### config.mk
export PLATFORM = sky130hd
export DESIGN_NAME = sr_cmd_ctrl
export DESIGN_NICKNAME = d
export VERILOG_FILES = /design/src/rtl/sr_pkg.sv /design/src/rtl/sr_debounce.sv /design/src/rtl/sr_cmd_ctrl.sv
export SDC_FILE = /design/constraint.sdc
export NUM_CORES = 1
export LEC_CHECK = 0
export CAP_MARGIN = 10
export CORE_ASPECT_RATIO = 1.1
export CORE_MARGIN = 8
export CORE_UTILIZATION = 59
export CTS_CLUSTER_SIZE = 25
export DETAILED_ROUTE_END_ITERATION = 12
export HOLD_SLACK_MARGIN = 0.06
export PLACE_DENSITY = 0.8
export SYNTH_ARGS = -nofsm -noshare
export SYNTH_HDL_FRONTEND = slang
export SYNTH_HIERARCHICAL = 1
export SYNTH_SLANG_ARGS = --single-unit
### constraint.sdc
create_clock -name clk -period 3.6 [get_ports clk]
set_clock_uncertainty 0.15 [all_clocks]
set_input_delay 0.54 -clock clk [delete_from_list [all_inputs] [get_ports clk]]
set_output_delay 0.54 -clock clk [all_outputs]
set_load 0.03 [all_outputs]
### src/rtl/sr_pkg.sv
// ----------------------------------------------------------------------------
// sr_pkg
// Shared definitions for the SR latch command sequencer:
//   - sr_state_t : sequencer FSM states
//   - sr_chan_t  : which latch input a pulse drives
//   - DEF_*      : default timing parameters
//   - sr_cnt_w() : width of a counter that must reach the largest timing value
// ----------------------------------------------------------------------------
package sr_pkg;

   typedef enum logic [1:0] {
      ST_INIT  = 2'd0,
      ST_IDLE  = 2'd1,
      ST_PULSE = 2'd2,
      ST_GAP   = 2'd3
   } sr_state_t;

   typedef enum logic {
      CH_RST = 1'b0,
      CH_SET = 1'b1
   } sr_chan_t;

   localparam int DEF_DEBOUNCE_CYCLES = 4;
   localparam int DEF_PULSE_CYCLES    = 2;
   localparam int DEF_GAP_CYCLES      = 3;

   function automatic int sr_cnt_w(input int a, input int b, input int c);
      int m;
      m = a;
      if (b > m) m = b;
      if (c > m) m = c;
      return $clog2(m + 1);
   endfunction

endpackage

### src/rtl/sr_debounce.sv
// ----------------------------------------------------------------------------
// sr_debounce
// One request channel: 2-flop synchroniser, debounce counter and registered
// rising-edge detector.
//   clk, rst : clock, asynchronous active-high reset
//   raw      : raw asynchronous request line
//   rise     : one-cycle pulse per accepted (debounced) rising edge
// ----------------------------------------------------------------------------
module sr_debounce #(
   parameter int DEBOUNCE_CYCLES = 4,
   parameter int CNT_W           = 3
) (
   input  logic clk,
   input  logic rst,
   input  logic raw,
   output logic rise
);

   logic             sync_p0;
   logic             sync_p1;
   logic [CNT_W-1:0] db_cnt;
   logic             level;
   logic             level_p2;

   always_ff @(posedge clk or posedge rst) begin
      if (rst) begin
         sync_p0  <= 1'b0;
         sync_p1  <= 1'b0;
         db_cnt   <= '0;
         level    <= 1'b0;
         level_p2 <= 1'b0;
         rise     <= 1'b0;
      end else begin
         // synchroniser stage
         sync_p0 <= raw;
         sync_p1 <= sync_p0;

         // debounce stage: toggle only after DEBOUNCE_CYCLES disagreeing
         // samples in a row; a single agreeing sample restarts the count
         if (sync_p1 != level) begin
            if (db_cnt == CNT_W'(DEBOUNCE_CYCLES - 1)) begin
               level  <= sync_p1;
               db_cnt <= '0;
            end else begin
               db_cnt <= db_cnt + 1'b1;
            end
         end else begin
            db_cnt <= '0;
         end

         // edge stage: registered so the request is glitch-free
         level_p2 <= level;
         rise     <= level & ~level_p2;
      end
   end

endmodule

### src/rtl/sr_cmd_ctrl.sv
// ----------------------------------------------------------------------------
// sr_cmd_ctrl
// Drives the s/r/en inputs of a gated SR latch from two raw request buttons.
// Each request becomes a fixed-width s or r pulse separated by an idle gap;
// s and r are never high together and the latch is cleared after reset.
//   clk, rst  : clock, asynchronous active-high reset
//   set_in    : raw set request (asynchronous)
//   reset_in  : raw reset request (asynchronous)
//   s, r, en  : registered latch controls
//   busy      : high in INIT, PULSE and GAP (and during reset)
//   q_shadow  : commanded latch value, updated on the first cycle of a pulse
// ----------------------------------------------------------------------------
module sr_cmd_ctrl
   import sr_pkg::*;
#(
   parameter int DEBOUNCE_CYCLES = DEF_DEBOUNCE_CYCLES,
   parameter int PULSE_CYCLES    = DEF_PULSE_CYCLES,
   parameter int GAP_CYCLES      = DEF_GAP_CYCLES
) (
   input  logic clk,
   input  logic rst,
   input  logic set_in,
   input  logic reset_in,
   output logic s,
   output logic r,
   output logic en,
   output logic busy,
   output logic q_shadow
);

   localparam int CW    = sr_cnt_w(DEBOUNCE_CYCLES, PULSE_CYCLES, GAP_CYCLES);
   localparam int DB_CW = sr_cnt_w(DEBOUNCE_CYCLES, 1, 1);

   logic req_set;
   logic req_rst;

   sr_debounce #(
      .DEBOUNCE_CYCLES (DEBOUNCE_CYCLES),
      .CNT_W           (DB_CW)
   ) u_db_set (
      .clk  (clk),
      .rst  (rst),
      .raw  (set_in),
      .rise (req_set)
   );

   sr_debounce #(
      .DEBOUNCE_CYCLES (DEBOUNCE_CYCLES),
      .CNT_W           (DB_CW)
   ) u_db_rst (
      .clk  (clk),
      .rst  (rst),
      .raw  (reset_in),
      .rise (req_rst)
   );

   sr_state_t       state, state_nxt;
   sr_chan_t        chan, chan_nxt;
   logic [CW-1:0]   cnt, cnt_nxt;
   logic            pend_set, pend_set_nxt;
   logic            pend_rst, pend_rst_nxt;
   logic            q_nxt;
   logic            s_nxt, r_nxt;

   // The state register holds the phase whose outputs are currently visible,
   // so s/r/busy are registered from the next-state decode. Reset parks the
   // FSM in INIT with en=0; the first clock after release is the first INIT
   // output cycle, which is why INIT does not count while en is still low.
   always_ff @(posedge clk or posedge rst) begin
      if (rst) begin
         state    <= ST_INIT;
         chan     <= CH_RST;
         cnt      <= '0;
         pend_set <= 1'b0;
         pend_rst <= 1'b0;
         s        <= 1'b0;
         r        <= 1'b0;
         en       <= 1'b0;
         busy     <= 1'b1;
         q_shadow <= 1'b0;
      end else begin
         state    <= state_nxt;
         chan     <= chan_nxt;
         cnt      <= cnt_nxt;
         pend_set <= pend_set_nxt;
         pend_rst <= pend_rst_nxt;
         s        <= s_nxt;
         r        <= r_nxt;
         en       <= 1'b1;
         busy     <= (state_nxt != ST_IDLE);
         q_shadow <= q_nxt;
      end
   end

   always_comb begin
      state_nxt    = state;
      chan_nxt     = chan;
      cnt_nxt      = cnt;
      q_nxt        = q_shadow;
      // a new request ORs into its flag, so a repeat while pending is absorbed
      pend_set_nxt = pend_set | req_set;
      pend_rst_nxt = pend_rst | req_rst;

      case (state)
         ST_INIT: begin
            q_nxt = 1'b0;
            if (!en) begin
               cnt_nxt = '0;
            end else if (cnt == CW'(PULSE_CYCLES - 1)) begin
               state_nxt = ST_GAP;
               cnt_nxt   = '0;
            end else begin
               cnt_nxt = cnt + 1'b1;
            end
         end
         ST_IDLE: begin
            // reset wins a tie; the set stays pending for the next slot
            if (pend_rst_nxt) begin
               state_nxt    = ST_PULSE;
               chan_nxt     = CH_RST;
               cnt_nxt      = '0;
               q_nxt        = 1'b0;
               pend_rst_nxt = 1'b0;
            end else if (pend_set_nxt) begin
               state_nxt    = ST_PULSE;
               chan_nxt     = CH_SET;
               cnt_nxt      = '0;
               q_nxt        = 1'b1;
               pend_set_nxt = 1'b0;
            end
         end
         ST_PULSE: begin
            if (cnt == CW'(PULSE_CYCLES - 1)) begin
               state_nxt = ST_GAP;
               cnt_nxt   = '0;
            end else begin
               cnt_nxt = cnt + 1'b1;
            end
         end
         ST_GAP: begin
            if (cnt == CW'(GAP_CYCLES - 1)) begin
               state_nxt = ST_IDLE;
               cnt_nxt   = '0;
            end else begin
               cnt_nxt = cnt + 1'b1;
            end
         end
         default: begin
            state_nxt = ST_INIT;
            cnt_nxt   = '0;
         end
      endcase

      s_nxt = (state_nxt == ST_PULSE) && (chan_nxt == CH_SET);
      r_nxt = (state_nxt == ST_INIT) ||
              ((state_nxt == ST_PULSE) && (chan_nxt == CH_RST));
   end

endmodule

# After elaboration in Yosys (flattened, before gate mapping)
# Cells that the tools add are included.
[word_totals]
mem_bits_ro = 0
out_inout_bits = 5
latchBits = 0
mem_bits_rw = 0
inputBits = 4
memories = 0
regBits = 29
[op_classes]
addsub = 3
div = 0
n_mux = 25
bitwise_logic = 7
shifts = 0
n_reduce_logical = 9
n_mul = 0
eq_ne = 12
n_lt_le_gt_ge = 0
[ops]
columns = ["op", "count"]
rows = [
  ["$mux W3", 9],
  ["$pmux W3 S4", 1],
  ["$mux W2", 5],
  ["$add A3 B1 Y3 const B", 3],
  ["$eq A3 B2 Y1 const B", 3],
  ["$mux W1", 8],
  ["$pmux W2 S4", 1],
  ["$eq A2 B2 Y1 const B", 3],
  ["$reduce_and A2 Y1", 3],
  ["$logic_not A2 Y1", 2],
  ["$eq A3 B1 Y1 const B", 1],
  ["$ne A3 B3 Y1 const B", 1],
  ["$not A1 Y1", 3],
  ["$and A1 B1 Y1", 2],
  ["$eq A2 B1 Y1 const B", 1],
  ["$logic_and A1 B1 Y1", 2],
  ["$ne A1 B1 Y1", 2],
  ["$ne A2 B1 Y1 const B", 1],
  ["$or A1 B1 Y1", 2],
  ["$pmux W1 S2", 1],
  ["$reduce_bool A2 Y1", 1],
  ["$logic_or A1 B1 Y1", 1],
]

# Depth between registers and ports, before layout
# Gate-level depths: netlist (run 1).
[logic_depth]
word_depth = 7
depth_mapped = 5

# Hierarchy
# The synthesis (run 1) kept the hierarchy.
[modules_own_cells]
columns = ["mod", "n_inst", "area_per_inst_um2", "cells_per_inst"]
rows = [
  ["sr_cmd_ctrl", 1, 623.1, 57],
  ["sr_debounce", 2, 281.5, 17],
]

# Worst setup path after synthesis (run 1)
# Ideal clock, no wire load.
[synth_timing]
path_type = "register to register"
start = "reg state[1]"
end = "reg s"
slack_ns = 2.144
path_stages_with_launch = 6
t_arrival_ns = 1.186
setup_time_ns = 0.120
n_path_buf = 1
required_time_ns = 3.330
path_cell_list = "dfrtp_1 -> buf_6 -> nor4b_4 -> a32oi_2 -> o31a_2 -> and3b_1"
[synth_between]
elab_chain_len = 5
word_cells_on_any_way = 13
[synth_lines]
columns = ["item", "line_no", "source"]
rows = [
  ["start, declared", "sr_cmd_ctrl.sv:57", "sr_state_t state, state_nxt;"],
  ["start signal, assigned", "sr_cmd_ctrl.sv:82", "state <= state_nxt;"],
  ["$mux W2, on equally long branches", "sr_cmd_ctrl.sv:124, sr_cmd_ctrl.sv:109, sr_cmd_ctrl.sv:133", ""],
  ["$mux W2, on equally long branches", "sr_cmd_ctrl.sv:118, sr_cmd_ctrl.sv:107", ""],
  ["$pmux W2 S4 (*)", "sr_cmd_ctrl.sv:104", "case (state)"],
  ["named net state_nxt[1]", "sr_cmd_ctrl.sv:57", ""],
  ["$eq A2 B2 Y1 (*)", "sr_cmd_ctrl.sv:154", "s_nxt = (state_nxt == ST_PULSE) && (chan_nxt == CH_SET);"],
  ["$logic_and A1 B1 Y1 (*)", "sr_cmd_ctrl.sv:154", ""],
  ["named net s_nxt", "sr_cmd_ctrl.sv:63", "logic s_nxt, r_nxt;"],
  ["end signal, assigned", "sr_cmd_ctrl.sv:87", "s <= s_nxt;"],
  ["end, declared", "sr_cmd_ctrl.sv:24", "output logic s,"],
]
# Mark *: on every way through the listed nets, which the timed path passes. The rest lies on a longest branch.
# A chain may end at the register's enable or synchronous reset.

# Final worst setup path (run 1)
[layout_timing]
start = "reg busy"
end = "out busy"
[layout_rtl]
columns = ["item", "line_no", "source"]
rows = [
  ["start, declared", "sr_cmd_ctrl.sv:27", "output logic busy,"],
  ["start signal, assigned", "sr_cmd_ctrl.sv:90", "busy <= (state_nxt != ST_IDLE);"],
]
# No word-level cell between the ends.

==> results of run 1 <==
[routing by layer]
metal	up-vias	global-route usage (%)	routed length, um
met5	-	0	0
met3	6	4.94	73
met2	11	16.0	762
li1	334	-	-
met4	0	5.39	43
met1	341	11.3	724
[registers in the layout, summed over array words and instances, names as in the netlist, 2 cells and up]
signal,count
cnt,3
u_db_rst/db_cnt,3
u_db_set/db_cnt,3
state,2
[cell usage after synthesis, types with 2 or more instances]
cell	instances	area share [%]
nand2_1	5	1.6
nand2b_1	2	1.1
inv_1	4	1.3
nor2b_4	2	2.3
xnor2_1	2	1.5
nor2b_1	4	2.1
nor3_1	2	0.84
a21oi_1	3	1.3
dfrtp_1	28	59
nor2_1	10	3.2
mux2_2	2	1.9
ha_1	2	2.1
nor3b_1	3	1.9
nor3b_2	2	2.1
o21ai_0	2	0.84
[area by class of cell]
type	instances	share of cell area, %
clock buffers	8	3.64
inverters	4	1.12
multi-input cells	57	32.3
flip-flops and latches	29	54.3
well taps	28	2.62
repair buffers	8	5.98
[logic make-up after synthesis]
family,share of synthesized area [%]
XOR/XNOR,1.48
other,0.316
buffers and inverters,2.21
flip-flops,61.3
AO/OA/AOI/OAI,10.4
adder cells (fa/ha/maj),2.11
AND/OR/NAND/NOR,20.3
multiplexers,1.90
[stage by stage]
step           util (%)  std cells  cell area (um2)  power (uW)  setup slack [ns]
2_1_floorplan         -         91             1190         821              2.14
3_3_place_gp       65.9        126             1290         891              1.76
3_5_place_dp       65.9        126             1290         908              1.76
4_1_cts            68.4        134             1340        1090              1.42
5_1_grt            68.4        134             1340        1160              1.39
6_report           68.4        134             1340        1070              1.43
[where the power goes]
| part | total [uW] | switching (uW) | internal [uW] |
|---|---|---|---|
| sequential | 535 | 95.8 | 439 |
| combinational | 361 | 184 | 176 |
| clock | 173 | 95.4 | 77.7 |
[final timing paths]
path,start,end,slack (ns),depth (start not counted)
worst max-delay path,busy,busy,1.43,1
max in group asynchronous,rst,busy,2.50,2
worst min-delay path,u_db_rst/sync_p0,u_db_rst/sync_p1,0.21,0
worst min register to register,u_db_rst/sync_p0,u_db_rst/sync_p1,0.21,0
min in group asynchronous,rst,u_db_rst/sync_p1,0.36,2
worst max register to register,state[1],s,1.96,4
==> out/qor.yml, run 1 <==
status:
  status: "finished, final reports clean"
synthesis:
  synth_edf_count: 0
  synth_area_um2: 1190
  syn_area_per_cell_um2: 13.0
  async_flop_share_pct: 100
  syn_inst: 91
  synth.distinct_cells: 33
  synth_ff_type: "dfrtp_1"
  ys_ff_latch: 29
  ys_seq_area_share_pct: 61.3
  yosysWarnings: 6
  synth_fp_nets: 97
floorplanning:
  io_pins: 9
  rows: 17
  die_w_um: 58.8
  die_area_um2: 3700
  initial_core_util_pct: 60.6
  fp.dieH_um: 63.0
  coreArea_um2: 1960
detailed_routing:
  antenna_left: 0
  drtPass1Iterations: 4
  via_count: 692
  drt_iter0_markers: 5
  drc: 0
  wl_per_cell_um: 12.0
  wl_mm: 1.60
  viasPerCell: 5.16
global_routing:
  grt_pass1_wl_mm: 2.90
  antenna_found_initial: 0
  grt_usage_pct: 10.3
  grt_max_degree: 14
  grt_pass1_vias: 718
  grt_overflow_total: 0
worst_setup_path:
  crit_buf_inv: 1
  start_kind: "register"
  path_class: "register to primary output"
  cp_top_family: "buffers and inverters"
  cp.required_ns: 2.91
  critPathArrivalTime_ns: 1.48
  crit_fanout: 1
  slowest_delay_ns: 0.66
  slowest_stage: "clkdlybuf4s50_1"
  crit_chain: "clkdlybuf4s50_1"
  crit_path_end_kind: "primary output"
power_and_ir_drop:
  p_leak_uw: 0.000593
  power_density_nw_per_um2: 798
  peakVddDrop_mv: 0.580
clock_tree:
  cts-root-buf: "clkbuf_4"
  cts_setup_buffers: 0
  htree_levels: 2
  cts_hold_buf: 0
  clk_path_buf_depth: 2
  clock-sinks: 29
  path_clk_slew_ns: 0.08
  cts_buffers: 5
  cts_tree: "yes"
  clock_latency_ns: 0.31
  post_cts_resized: 0
layout:
  regArea_um2: 727
  drive_above_1_share_pct: 17.9
  fillers: 157
  final_cell_mix: "dfrtp_1, nor2_1, clkdlybuf4s50_1"
  layout_commonest_cell: "dfrtp_1"
  multi_input_area_um2: 433
  num_antenna_cells: 0
  areaGrowthSynthToFinish_pct: 12.9
  final_nets: 111
run:
  drv_cap: 0
timing:
  finalMaxSlewViolations: 0
  period_needed_ns: 2.17
  setup_viol: 0
  hold_violations: 0
  period_share_pct: 60.2
  fin_hold_ws_ns: 0.211
  timing.fmax_mhz: 462
  timing.setup.tns_ns: 0
  rsz0062_at_grt: "no"
place:
  io_buffers: 8
  dp_hpwl_mm: 1.22
  routabilityCongestion: 0.831
worst_hold_path:
  hold_path_class: "register to register"
No activity file was read; power rests on OpenSTA's default activity.
==> run 2, diff against run 1 <==
--- a/config.mk
+++ b/config.mk
@@ -8,11 +8,11 @@
 export CAP_MARGIN = 10
 export CORE_ASPECT_RATIO = 1.1
 export CORE_MARGIN = 8
-export CORE_UTILIZATION = 59
+export CORE_UTILIZATION = 50
 export CTS_CLUSTER_SIZE = 25
 export DETAILED_ROUTE_END_ITERATION = 12
 export HOLD_SLACK_MARGIN = 0.06
-export PLACE_DENSITY = 0.8
+export PLACE_DENSITY = 0.73
 export SYNTH_ARGS = -nofsm -noshare
 export SYNTH_HDL_FRONTEND = slang
 export SYNTH_HIERARCHICAL = 1
==> constraint.sdc (replaced) <==
create_clock -name clk -period 1.75 [get_ports clk]
set_clock_uncertainty 0.15 [all_clocks]
set_input_delay 0.2625 -clock clk [delete_from_list [all_inputs] [get_ports clk]]
set_output_delay 0.2625 -clock clk [all_outputs]
set_load 0.03 [all_outputs]
==> out/qor.yml, run 2 (synthesized netlist as in run 1, its figures left out) <==
status:
  status: "finished, final reports clean"
clock_tree:
  clock-sinks: 29  # unchanged
  clk_path_buf_depth: 2  # unchanged
  path_clk_slew_ns: 0.08  # about the same
  cts_tree: "yes"
  cts-root-buf: "clkbuf_4"
  cts_setup_buffers: 0  # unchanged
  htree_levels: 2  # unchanged
  cts_buffers: 5  # unchanged
  clock_latency_ns: 0.32  # about the same
floorplanning:
  rows: 18  # +1
  io_pins: 9  # unchanged
  coreArea_um2: 2250  # +15%
  initial_core_util_pct: 52.7  # -7.9 points
  fp.dieH_um: 67.1  # +6.4%
  die_w_um: 62.4  # +6.3%
  die_area_um2: 4190  # +13%
worst_setup_path:
  r2r_end: "s"
  crit_buf_inv: 0  # -1
  cp_top_family: "flip-flops"
  cp-startpoint: "state[1]"
  cp.depth: 4  # +3
  crit_path_end_kind: "register"
  path_class: "register to register"
  cp.required_ns: 1.81  # -1.10 ns
  endpoint: "s"
  r2r-start: "state[1]"
  crit_chain: "nand2b_1 > o21ai_1 > o31ai_4 > and3b_1"
  slowest_delay_ns: 0.55  # -0.11 ns
  crit_fanout: 10  # +9
  slowest_stage: "dfrtp_1"
  r2r_cells: 4  # unchanged
  start_kind: "register"
  critPathArrivalTime_ns: 1.68  # +0.20 ns
  rrSetupSlack_ns: 0.13  # -1.83 ns
detailed_routing:
  drtPass1Iterations: 4  # unchanged
  drt_iter0_markers: 19  # +14
  via_count: 690  # -0.29%
  wl_per_cell_um: 13.1  # +9.8%
  antenna_left: 0  # unchanged
  drc: 0  # unchanged
  viasPerCell: 5.07  # -1.8%
  wl_mm: 1.79  # +11%
power_and_ir_drop:
  internal_power_uw: 1480  # +110%
  pwr-share-seq_pct: 48.3  # -1.8 points
  switching_power_uw: 803  # +110%
  power_density_nw_per_um2: 1680  # +110%
  clockPowerShare_pct: 19.4  # +3.2 points
  power_frac_comb_pct: 32.3  # -1.4 points
  sw_frac_of_total_pct: 35.1  # about the same
  p_leak_uw: 0.000641  # +8.2%
  peakVddDrop_mv: 0.906  # +56%
  power.total_uw: 2290  # +110%
layout:
  reg_top3: "cnt (3), u_db_rst/db_cnt (3), u_db_set/db_cnt (3)"
  fin_util_pct: 60.6  # -7.9 points
  num_antenna_cells: 0  # unchanged
  final_cell_mix: "dfrtp_1, nor2_1, nand2_1, clkbuf_4"
  drive_above_1_share_pct: 20.8  # +2.8 points
  stdcell_count: 136  # +1.5%
  layout_commonest_cell: "dfrtp_1"
  final_nets: 111  # unchanged
  areaGrowthSynthToFinish_pct: 15.0
global_routing:
  grt_overflow_total: 0  # unchanged
  gr-usage-met1_pct: 9.64  # -1.6 points
  grt_usage_pct: 9.73  # -0.59 points
  top_usage_layer: "met2"
  grt_pass1_wl_mm: 2.99  # +3.1%
  use_met3_pct: 6.21  # +1.3 points
  grt_max_degree: 14  # unchanged
  use_met2_pct: 15.3  # -0.72 points
  grt_pass1_vias: 676  # -5.8%
  antenna_found_initial: 0  # unchanged
run:
  drv_cap: 0  # unchanged
timing:
  fin_hold_ws_ns: 0.0759  # -0.135 ns
  max-slew-margin-rel_pct: 66.7
  finalMaxSlewViolations: 0  # unchanged
  period_needed_ns: 1.62
  tightest_slew_ns: 0.499
  timing.setup.tns_ns: 0  # unchanged
  rsz0062_at_grt: "no"
  setup_viol: 0  # unchanged
  period_share_pct: 92.8
  hold_violations: 0  # unchanged
  timing.fmax_mhz: 615
place:
  routabilityCongestion: 0.843  # +1.5%
  dp.cells: 128  # +1.6%
  dp_hpwl_mm: 1.31  # +7.5%
  io_buffers: 8  # unchanged
worst_hold_path:
  hold_path_class: "input pin to asynchronous set/reset pin"
-- run 2: worst min path at each step --
stage,start,to,slack (ns),depth (start not counted)
floorplan,rst,u_db_rst/db_cnt[0],-0.07,1
global placement,u_db_set/sync_p0,u_db_set/sync_p1,0.19,0
detailed placement,u_db_set/sync_p0,u_db_set/sync_p1,0.19,0
CTS,rst,u_db_rst/rise,0.07,2
global route,rst,u_db_set/level_p2,0.1,2
finish,rst,u_db_rst/db_cnt[0],0.08,2
-- run 2: final cells by class --
type | count | area [um2]
fillers | 192 | 888
clock buffers | 7 | 65.1
well taps | 30 | 37.5
flip-flops and latches | 29 | 727
multi-input cells | 57 | 433
clock inverters | 1 | 5.00
repair buffers | 8 | 81.3
inverters | 4 | 15.0
-- run 2: timing repair --
action,in CTS,in global routing
hold endpoints to repair,0,0
gates resized for setup,3,2
endpoints found under the setup margin,3,2
hold buffers,0,0
-- run 2: power groups by stage --
stage | registers, uW | clock network, uW | logic, uW
2_1_floorplan | 1120 | 0 | 571
4_1_cts | 1110 | 458 | 754
3_5_place_dp | 1120 | 0 | 761
3_3_place_gp | 1110 | 0 | 733
5_1_grt | 1130 | 493 | 826
6_report | 1100 | 444 | 739
-- run 2: layer usage --
metal	part of all wire, %	vias up
met2	49	16
li1	-	341
met1	43	329
met4	2.4	0
met5	0	-
met3	5.4	4
-- run 2: stage by stage --
step / setup WS (ns) / area [um2]
final: 0.125 / 1360
after global placement: 0.186 / 1290
after detailed placement: 0.136 / 1290
after CTS: 0.0122 / 1360
after floorplan: 0.294 / 1190
after global routing: 0.0217 / 1360
==> run 3, diff against run 2 <==
--- a/config.mk
+++ b/config.mk
@@ -5,7 +5,6 @@
 export SDC_FILE = /design/constraint.sdc
 export NUM_CORES = 1
 export LEC_CHECK = 0
-export CAP_MARGIN = 10
 export CORE_ASPECT_RATIO = 1.1
 export CORE_MARGIN = 8
 export CORE_UTILIZATION = 50
==> results of run 3 <==
Final layout, timing and power as in run 2 (identical DEF).
